<file path="src/rtl/decoy_pkg.sv">
// Shared encodings for the multi-level decoy generator: FSM states, source
// modes, and the symbols-per-RNG-word helper.
package decoy_pkg;

    typedef enum logic [1:0] {
        ST_IDLE     = 2'd0,
        ST_WAIT_PPS = 2'd1,
        ST_RUN      = 2'd2
    } state_t;

    localparam logic [1:0] MODE_RNG   = 2'd0;
    localparam logic [1:0] MODE_SEQ   = 2'd1;
    localparam logic [1:0] MODE_FIXED = 2'd2;
    localparam logic [1:0] MODE_OFF   = 2'd3;

    function automatic int calc_spw(input int rng_w, input int lvl_w);
        return rng_w / lvl_w;
    endfunction

endpackage

</file>
<file path="src/rtl/decoy_rng_fifo.sv">
// Synchronous show-ahead FIFO buffering RNG words; dout is the head word
// whenever empty is low.
module decoy_rng_fifo #(
    parameter int W  = 4,
    parameter int AW = 3
) (
    input  logic         clk,
    input  logic         flush,
    input  logic         push,
    input  logic         pop,
    input  logic [W-1:0] din,
    output logic [W-1:0] dout,
    output logic         full,
    output logic         empty
);
    localparam int DEPTH = 1 << AW;

    logic [W-1:0]  mem [DEPTH];
    logic [AW-1:0] wr_ptr;
    logic [AW-1:0] rd_ptr;
    logic [AW:0]   count;
    logic          do_push;
    logic          do_pop;

    assign full    = (count == (AW+1)'(DEPTH));
    assign empty   = (count == '0);
    assign dout    = mem[rd_ptr];
    assign do_pop  = pop && !empty;
    // A pop frees a slot in the same cycle, so a full FIFO still accepts.
    assign do_push = push && (!full || do_pop);

    always_ff @(posedge clk) begin
        if (flush) begin
            wr_ptr <= '0;
            rd_ptr <= '0;
            count  <= '0;
        end else begin
            if (do_push) wr_ptr <= wr_ptr + 1'b1;
            if (do_pop)  rd_ptr <= rd_ptr + 1'b1;
            case ({do_push, do_pop})
                2'b10:   count <= count + 1'b1;
                2'b01:   count <= count - 1'b1;
                default: count <= count;
            endcase
        end
    end

    always_ff @(posedge clk) begin
        if (do_push && !flush) mem[wr_ptr] <= din;
    end

endmodule

</file>
<file path="src/rtl/decoy_level_gen.sv">
// Multi-level decoy symbol generator: one intensity symbol per transmit slot,
// sourced from buffered RNG words, a sequence RAM or a fixed level, PPS-aligned.
module decoy_level_gen
    import decoy_pkg::*;
#(
    parameter int RNG_W     = 4,
    parameter int LVL_W     = 2,
    parameter int FIFO_AW   = 3,
    parameter int SEQ_AW    = 6,
    parameter int PULSE_LEN = 3
) (
    input  logic              clk240,
    input  logic              decoy_rst,
    input  logic              pps_i,
    input  logic              arm,
    input  logic [1:0]        mode,
    input  logic [LVL_W-1:0]  fixed_level,
    input  logic [SEQ_AW-1:0] seq_max_addr,
    input  logic              seq_wr_en,
    input  logic [SEQ_AW-1:0] seq_wr_addr,
    input  logic [LVL_W-1:0]  seq_wr_data,
    input  logic [RNG_W-1:0]  rng_value,
    input  logic              rng_value_valid,
    input  logic              rd_en_4,
    input  logic              err_clr,
    output logic [LVL_W-1:0]  decoy_level,
    output logic              decoy_valid,
    output logic              decoy_signal,
    output logic              underrun,
    output logic              overflow,
    output logic [1:0]        state_o
);
    localparam int SPW   = calc_spw(RNG_W, LVL_W);
    localparam int SUB_W = (SPW > 1) ? $clog2(SPW) : 1;
    localparam int CNT_W = $clog2(PULSE_LEN + 1);
    localparam logic [SUB_W-1:0] SUB_LAST   = SUB_W'(SPW - 1);
    localparam logic [CNT_W-1:0] CNT_RELOAD = CNT_W'(PULSE_LEN - 1);

    state_t             st;
    logic               pps_q;
    logic [1:0]         mode_q;
    logic [SUB_W-1:0]   sub_idx;
    logic [SEQ_AW-1:0]  seq_addr;
    logic [SEQ_AW-1:0]  seq_next;
    logic [SEQ_AW-1:0]  seq_rd_addr;
    logic               seq_rd_en;
    logic [LVL_W-1:0]   seq_q;
    logic [LVL_W-1:0]   ram [1 << SEQ_AW];
    logic [CNT_W-1:0]   pulse_rem;
    logic [RNG_W-1:0]   fifo_dout;
    logic               fifo_full;
    logic               fifo_empty;
    logic               fifo_pop;
    logic               run_entry;
    logic               slot;
    logic               rng_slot;
    logic               seq_slot;
    logic [LVL_W-1:0]   rng_sym;
    logic [LVL_W-1:0]   sym;
    logic               underrun_set;
    logic               overflow_set;

    // rd_en_4 is a bare strobe with no back-pressure: every strobe seen in RUN
    // while armed is one slot and always yields decoy_valid on the next cycle.
    assign run_entry = (st == ST_WAIT_PPS) && arm && pps_i && !pps_q;
    assign slot      = (st == ST_RUN) && arm && rd_en_4;
    assign rng_slot  = slot && (mode_q == MODE_RNG);
    assign seq_slot  = slot && (mode_q == MODE_SEQ);

    assign rng_sym  = LVL_W'(fifo_dout >> (LVL_W * sub_idx));
    assign fifo_pop = rng_slot && !fifo_empty && (sub_idx == SUB_LAST);

    assign seq_next    = (seq_addr >= seq_max_addr) ? '0 : seq_addr + 1'b1;
    assign seq_rd_en   = run_entry || seq_slot;
    assign seq_rd_addr = run_entry ? '0 : seq_next;

    assign underrun_set = rng_slot && fifo_empty;
    assign overflow_set = rng_value_valid && fifo_full && !fifo_pop;
    assign state_o      = st;

    always_comb begin
        sym = '0;
        case (mode_q)
            MODE_RNG:   sym = fifo_empty ? '0 : rng_sym;
            MODE_SEQ:   sym = seq_q;
            MODE_FIXED: sym = fixed_level;
            default:    sym = '0;
        endcase
    end

    decoy_rng_fifo #(.W(RNG_W), .AW(FIFO_AW)) u_fifo (
        .clk   (clk240),
        .flush (decoy_rst),
        .push  (rng_value_valid),
        .pop   (fifo_pop),
        .din   (rng_value),
        .dout  (fifo_dout),
        .full  (fifo_full),
        .empty (fifo_empty)
    );

    // Read is only issued when the address moves, so a write to the
    // already-prefetched address stays invisible until the next re-read.
    always_ff @(posedge clk240) begin
        if (seq_wr_en) ram[seq_wr_addr] <= seq_wr_data;
        if (seq_rd_en) seq_q <= ram[seq_rd_addr];
    end

    always_ff @(posedge clk240) begin
        if (decoy_rst) begin
            st           <= ST_IDLE;
            pps_q        <= 1'b0;
            mode_q       <= MODE_RNG;
            sub_idx      <= '0;
            seq_addr     <= '0;
            pulse_rem    <= '0;
            decoy_level  <= '0;
            decoy_valid  <= 1'b0;
            decoy_signal <= 1'b0;
            underrun     <= 1'b0;
            overflow     <= 1'b0;
        end else begin
            pps_q       <= pps_i;
            decoy_valid <= slot;
            underrun    <= underrun_set || (underrun && !err_clr);
            overflow    <= overflow_set || (overflow && !err_clr);

            case (st)
                ST_WAIT_PPS: begin
                    if (!arm) begin
                        st <= ST_IDLE;
                    end else if (run_entry) begin
                        st       <= ST_RUN;
                        mode_q   <= mode;
                        sub_idx  <= '0;
                        seq_addr <= '0;
                    end
                end
                ST_RUN: begin
                    if (!arm) st <= ST_IDLE;
                end
                default: begin
                    st <= arm ? ST_WAIT_PPS : ST_IDLE;
                end
            endcase

            if (slot) decoy_level <= sym;
            if (rng_slot && !fifo_empty)
                sub_idx <= (sub_idx == SUB_LAST) ? '0 : sub_idx + 1'b1;
            if (seq_slot) seq_addr <= seq_next;

            if (slot) begin
                decoy_signal <= (sym != '0);
                pulse_rem    <= (sym != '0) ? CNT_RELOAD : '0;
            end else if ((st == ST_RUN) && arm && (pulse_rem != '0)) begin
                pulse_rem <= pulse_rem - 1'b1;
            end else begin
                decoy_signal <= 1'b0;
                pulse_rem    <= '0;
            end
        end
    end

endmodule

</file>
<file path="config.mk">
export PLATFORM = sky130hd
export DESIGN_NAME = decoy_level_gen
export DESIGN_NICKNAME = d
export VERILOG_FILES = /design/src/rtl/decoy_pkg.sv /design/src/rtl/decoy_rng_fifo.sv /design/src/rtl/decoy_level_gen.sv
export SDC_FILE = /design/constraint.sdc
export NUM_CORES = 1
export LEC_CHECK = 0
export ABC_AREA = 1
export CAP_MARGIN = 15
export CORE_AREA = 2 2 155 157
export DETAILED_ROUTE_END_ITERATION = 12
export DIE_AREA = 0 0 157 159
export GPL_TIMING_DRIVEN = 0
export MAX_ROUTING_LAYER = met4
export RECOVER_POWER = 50
export SKIP_LAST_GASP = 1
export SLEW_MARGIN = 5
export SYNTH_ARGS = -nofsm -noshare
export SYNTH_HDL_FRONTEND = slang
export SYNTH_SLANG_ARGS = --single-unit
export TNS_END_PERCENT = 20
</file>
<file path="constraint.sdc">
create_clock -name clk240 -period 2.6 [get_ports clk240]
set_input_delay 0.52 -clock clk240 [delete_from_list [all_inputs] [get_ports clk240]]
set_output_delay 0.52 -clock clk240 [all_outputs]
set_load 0.02 [all_outputs]
</file>
==> impl_metrics.py <==
metrics = {
    "floorplan": {
        "die_h_um": 159,
        "core_area_um2": 23190,
        "row_count": 56,
        "dieWidth_um": 157,
        "die_area_um2": 24960,
        "ioPinCount": 38,
        "start_util_pct": 39.55,
    },
    "yosys": {
        "synth.net_count": 1040,
        "synth_compound_gate_area_share_pct": 4.229,
        "ys_seq_area_share_pct": 60.24,
        "netlist_instances": 996,
        "yosys.area_share.adder_pct": 1.910,
        "yosysUniqueCellTypes": 33,
        "ys_async_sr_fraction_pct": 0,
        "ys_top_cells_by_count": "nand2_1 (201), inv_1 (195), edfxtp_1 (162)",
        "synth-simple-area-share_pct": 23.12,
        "synth_area_um2": 9173,
        "synth_xor_xnor_area_share_pct": 0.4774,
        "synthMuxAreaShare_pct": 0,
        "yosys_most_used_dff": "edfxtp_1",
        "yosysWarningCount": 0,
        "synth-edff-count": 162,
        "synth_top_area_share_pct": 53.04,
        "ys_ff_latch": 195,
        "synth_area_per_cell_um2": 9.209,
        "ys_top_cells_by_area": "edfxtp_1 (53%), nand2_1 (8.2%), nand3_1 (8.2%), inv_1 (8.0%), dfxtp_1 (7.2%)",
        "yosysMostFrequentCell": "nand2_1",
        "synth_top_family_by_area": "simple AND/OR/NAND/NOR gates",
        "synth.largest_area_cell": "edfxtp_1",
    },
    "outcome": {
        "violations": "capacitance limit, slew limit",
        "status": "complete, but fails checks",
    },
    "sta": {
        "tightest_slew_ns": 1.570,
        "finalMaxSlewViolations": 35,
        "finalCriticalPeriod_ns": 2.507,
        "finalCritPeriodShare_pct": 96.44,
        "skew_ns": 0.009661,
        "hold_viol": 0,
        "rsz0062_at_grt": "yes",
        "fmax_ghz": 0.3988,
        "slew_headroom_pct": -4.644,
        "finalSetupViolCount": 0,
        "whs_ns": 0.4231,
    },
    "clock_network": {
        "clkLatencyLatePin_ns": 0.44,
        "cts_buffer_depth": 2,
        "path_clk_slew_ns": 0.07,
        "htreeDepth": 4,
        "cts-root-buf": "clkbuf_16",
        "clkSinkCount": 195,
        "cts_hold_buf": 0,
        "cts_tree": "done",
        "cts_inserted_buffers": 17,
    },
    "routing": {
        "drt_iter0_drc": 505,
        "wl_mm": 23.05,
        "ant_nets": 0,
        "drtPass1Iterations": 5,
        "drc": 0,
        "routed_via_density": 4.907,
        "vias": 6968,
        "wl_per_cell_um": 16.23,
    },
    "worst_setup_path": {
        "start_kind": "register",
        "crit_path_frequent_cell": "nand3_1",
        "slowest_delay_ns": 0.36,
        "end_kind": "register",
        "crit_type": "register to register",
        "critPathSlowestCell": "dfxtp_4",
        "crit_fanout": 8,
        "cp.arrival_ns": 2.70,
        "cp_data_required_time_ns": 2.79,
        "path_cells": "inv_4 > ha_4 > inv_1 > nand2_1 > nand2_1 > nand2_1 > nand2_2 > buf_6 > nand4_1 > buf_6 > buf_12 > o21ai_2 > nand3_1 > nand3_1 > nand3_1 > nand3_1 > nand2_2",
    },
    "pwr": {
        "power_density_nw_per_um2": 562.7,
        "p_leak_nw": 4.640,
        "totalPowerFinal_mw": 6.313,
        "vdd_ir_drop_max_v": 0.0004059,
    },
    "job": {
        "drv_cap": 1,
    },
    "global_route": {
        "grt-ovfl-total": 0,
        "grt_pass1_wl_mm": 35.26,
        "grt_pass1_vias": 6639,
        "antenna_found_initial": 0,
        "grt_max_degree": 39,
        "grt_usage_pct": 19.07,
    },
    "place": {
        "gp_congestion": 0.8480,
        "port_buffers": 36,
        "dp_cells": 1353,
        "place_hpwl_mm": 14.78,
    },
    "finish": {
        "layout-drive-gt1-share_pct": 13.62,
        "instances_no_fill": 1420,
        "fin_nets": 1132,
        "antenna_cells": 0,
        "final_core_util_pct": 48.37,
        "area_growth_pct": 22.30,
    },
    "hold_path": {
        "hp-class": "register to register",
    },
}
[state kept, by name, summed over array words and instances, names as in the netlist, named ones only]
name	flops
u_fifo.count	4
decoy_level	2
u_fifo.wr_ptr	3
pulse_rem	2
underrun	1
mode_q	2
seq_addr	6
seq_q	2
state_o	2
decoy_valid	1
pps_q	1
ram	128
sub_idx	1
u_fifo.rd_ptr	3
u_fifo.mem	32
decoy_signal	1
overflow	1
[critical path: cells and delay by family, from the launching register on]
| kind | cells | cell delay, ns |
|---|---|---|
| fa+ha+maj | 1 | 0.20 |
| buf+inv | 5 | 0.63 |
| compound gates | 1 | 0.13 |
| simple gates | 10 | 0.92 |
| flops | 1 | 0.36 |
[kinds of logic after synthesis]
group,after synthesis
buffers and inverters,231
AOI/OAI and AO/OA,69
and+or+nand+nor,482
xor gates and xnor gates,5
DFF,195
adders and majority gates,14
[cell usage in the layout, fill, tap and decap left out, types with 4 or more instances in the layout]
cell type,count
inv_4,4
o211ai_1,8
clkdlybuf4s50_1,24
nand4_1,4
nor3_1,10
o21ai_1,6
buf_12,4
clkbuf_1,11
dlymetal6s2s_1,6
dfxtp_1,29
dlygate4sd3_1,4
buf_4,29
clkbuf_16,20
a21oi_1,32
buf_6,10
ha_4,5
inv_6,6
buf_8,4
nand3_2,14
nor2_4,5
o21ai_0,15
nand3_1,136
ha_1,8
nand2_2,7
nor2_1,100
nand2_1,195
inv_1,191
inv_2,7
edfxtp_1,162
[stage by stage]
step	setup TNS (ns)	worst slack (ns)	cell area (µm²)
3_3_place_gp	-91.07	-0.9032	9936
3_5_place_dp	-10.56	-0.8838	9966
4_1_cts	-0.2550	-0.1072	10790
5_1_grt	-0.04728	-0.02608	11220
6_report	0	0.09261	11220
2_1_floorplan	0	0.07321	9176
[worst paths after layout]
check                    start           end  slack [ns]  cells after the start
setup reg to reg   seq_addr[0]      seq_q[1]        0.09                     17
hold reg to reg   pulse_rem[0]  pulse_rem[0]        0.42                      1
setup / recovery   seq_addr[0]      seq_q[1]        0.09                     17
hold / removal    pulse_rem[0]  pulse_rem[0]        0.42                      1
[timing repair]
| item | 4_1_cts | 5_1_grt |
|---|---|---|
| buffers inserted | 12 | 17 |
| resized for setup | 37 | 71 |
| pin swaps | 8 | 30 |
| setup endpoints to repair | 3 | 5 |
| cloned | 3 | 3 |
[layout make-up]
class	count	area, µm²
buffer	28	271.5
timing repair buffer	73	728.2
inverter	203	777.0
clock buffer	17	425.4
clock inverter	15	142.6
fill	2195	11970
multi-input combinational	570	2939
sequential	195	5535
tap	319	399.1
[layer usage]
| layer | share of wire [%] | vias to the layer above | track usage, % |
|---|---|---|---|
| met5 | 0 | - | - |
| met4 | 2.3 | 0 | 5.338 |
| met3 | 6.6 | 40 | 4.328 |
| met2 | 47 | 216 | 30.06 |
| met1 | 45 | 3296 | 24.75 |
| li1 | - | 3416 | - |
[where the power goes]
part           switching, mW  internal (mW)
clock                   1.25           1.27
combinational          0.235          0.131
sequential            0.0163           3.41
(Power assumes the default switching activity.)
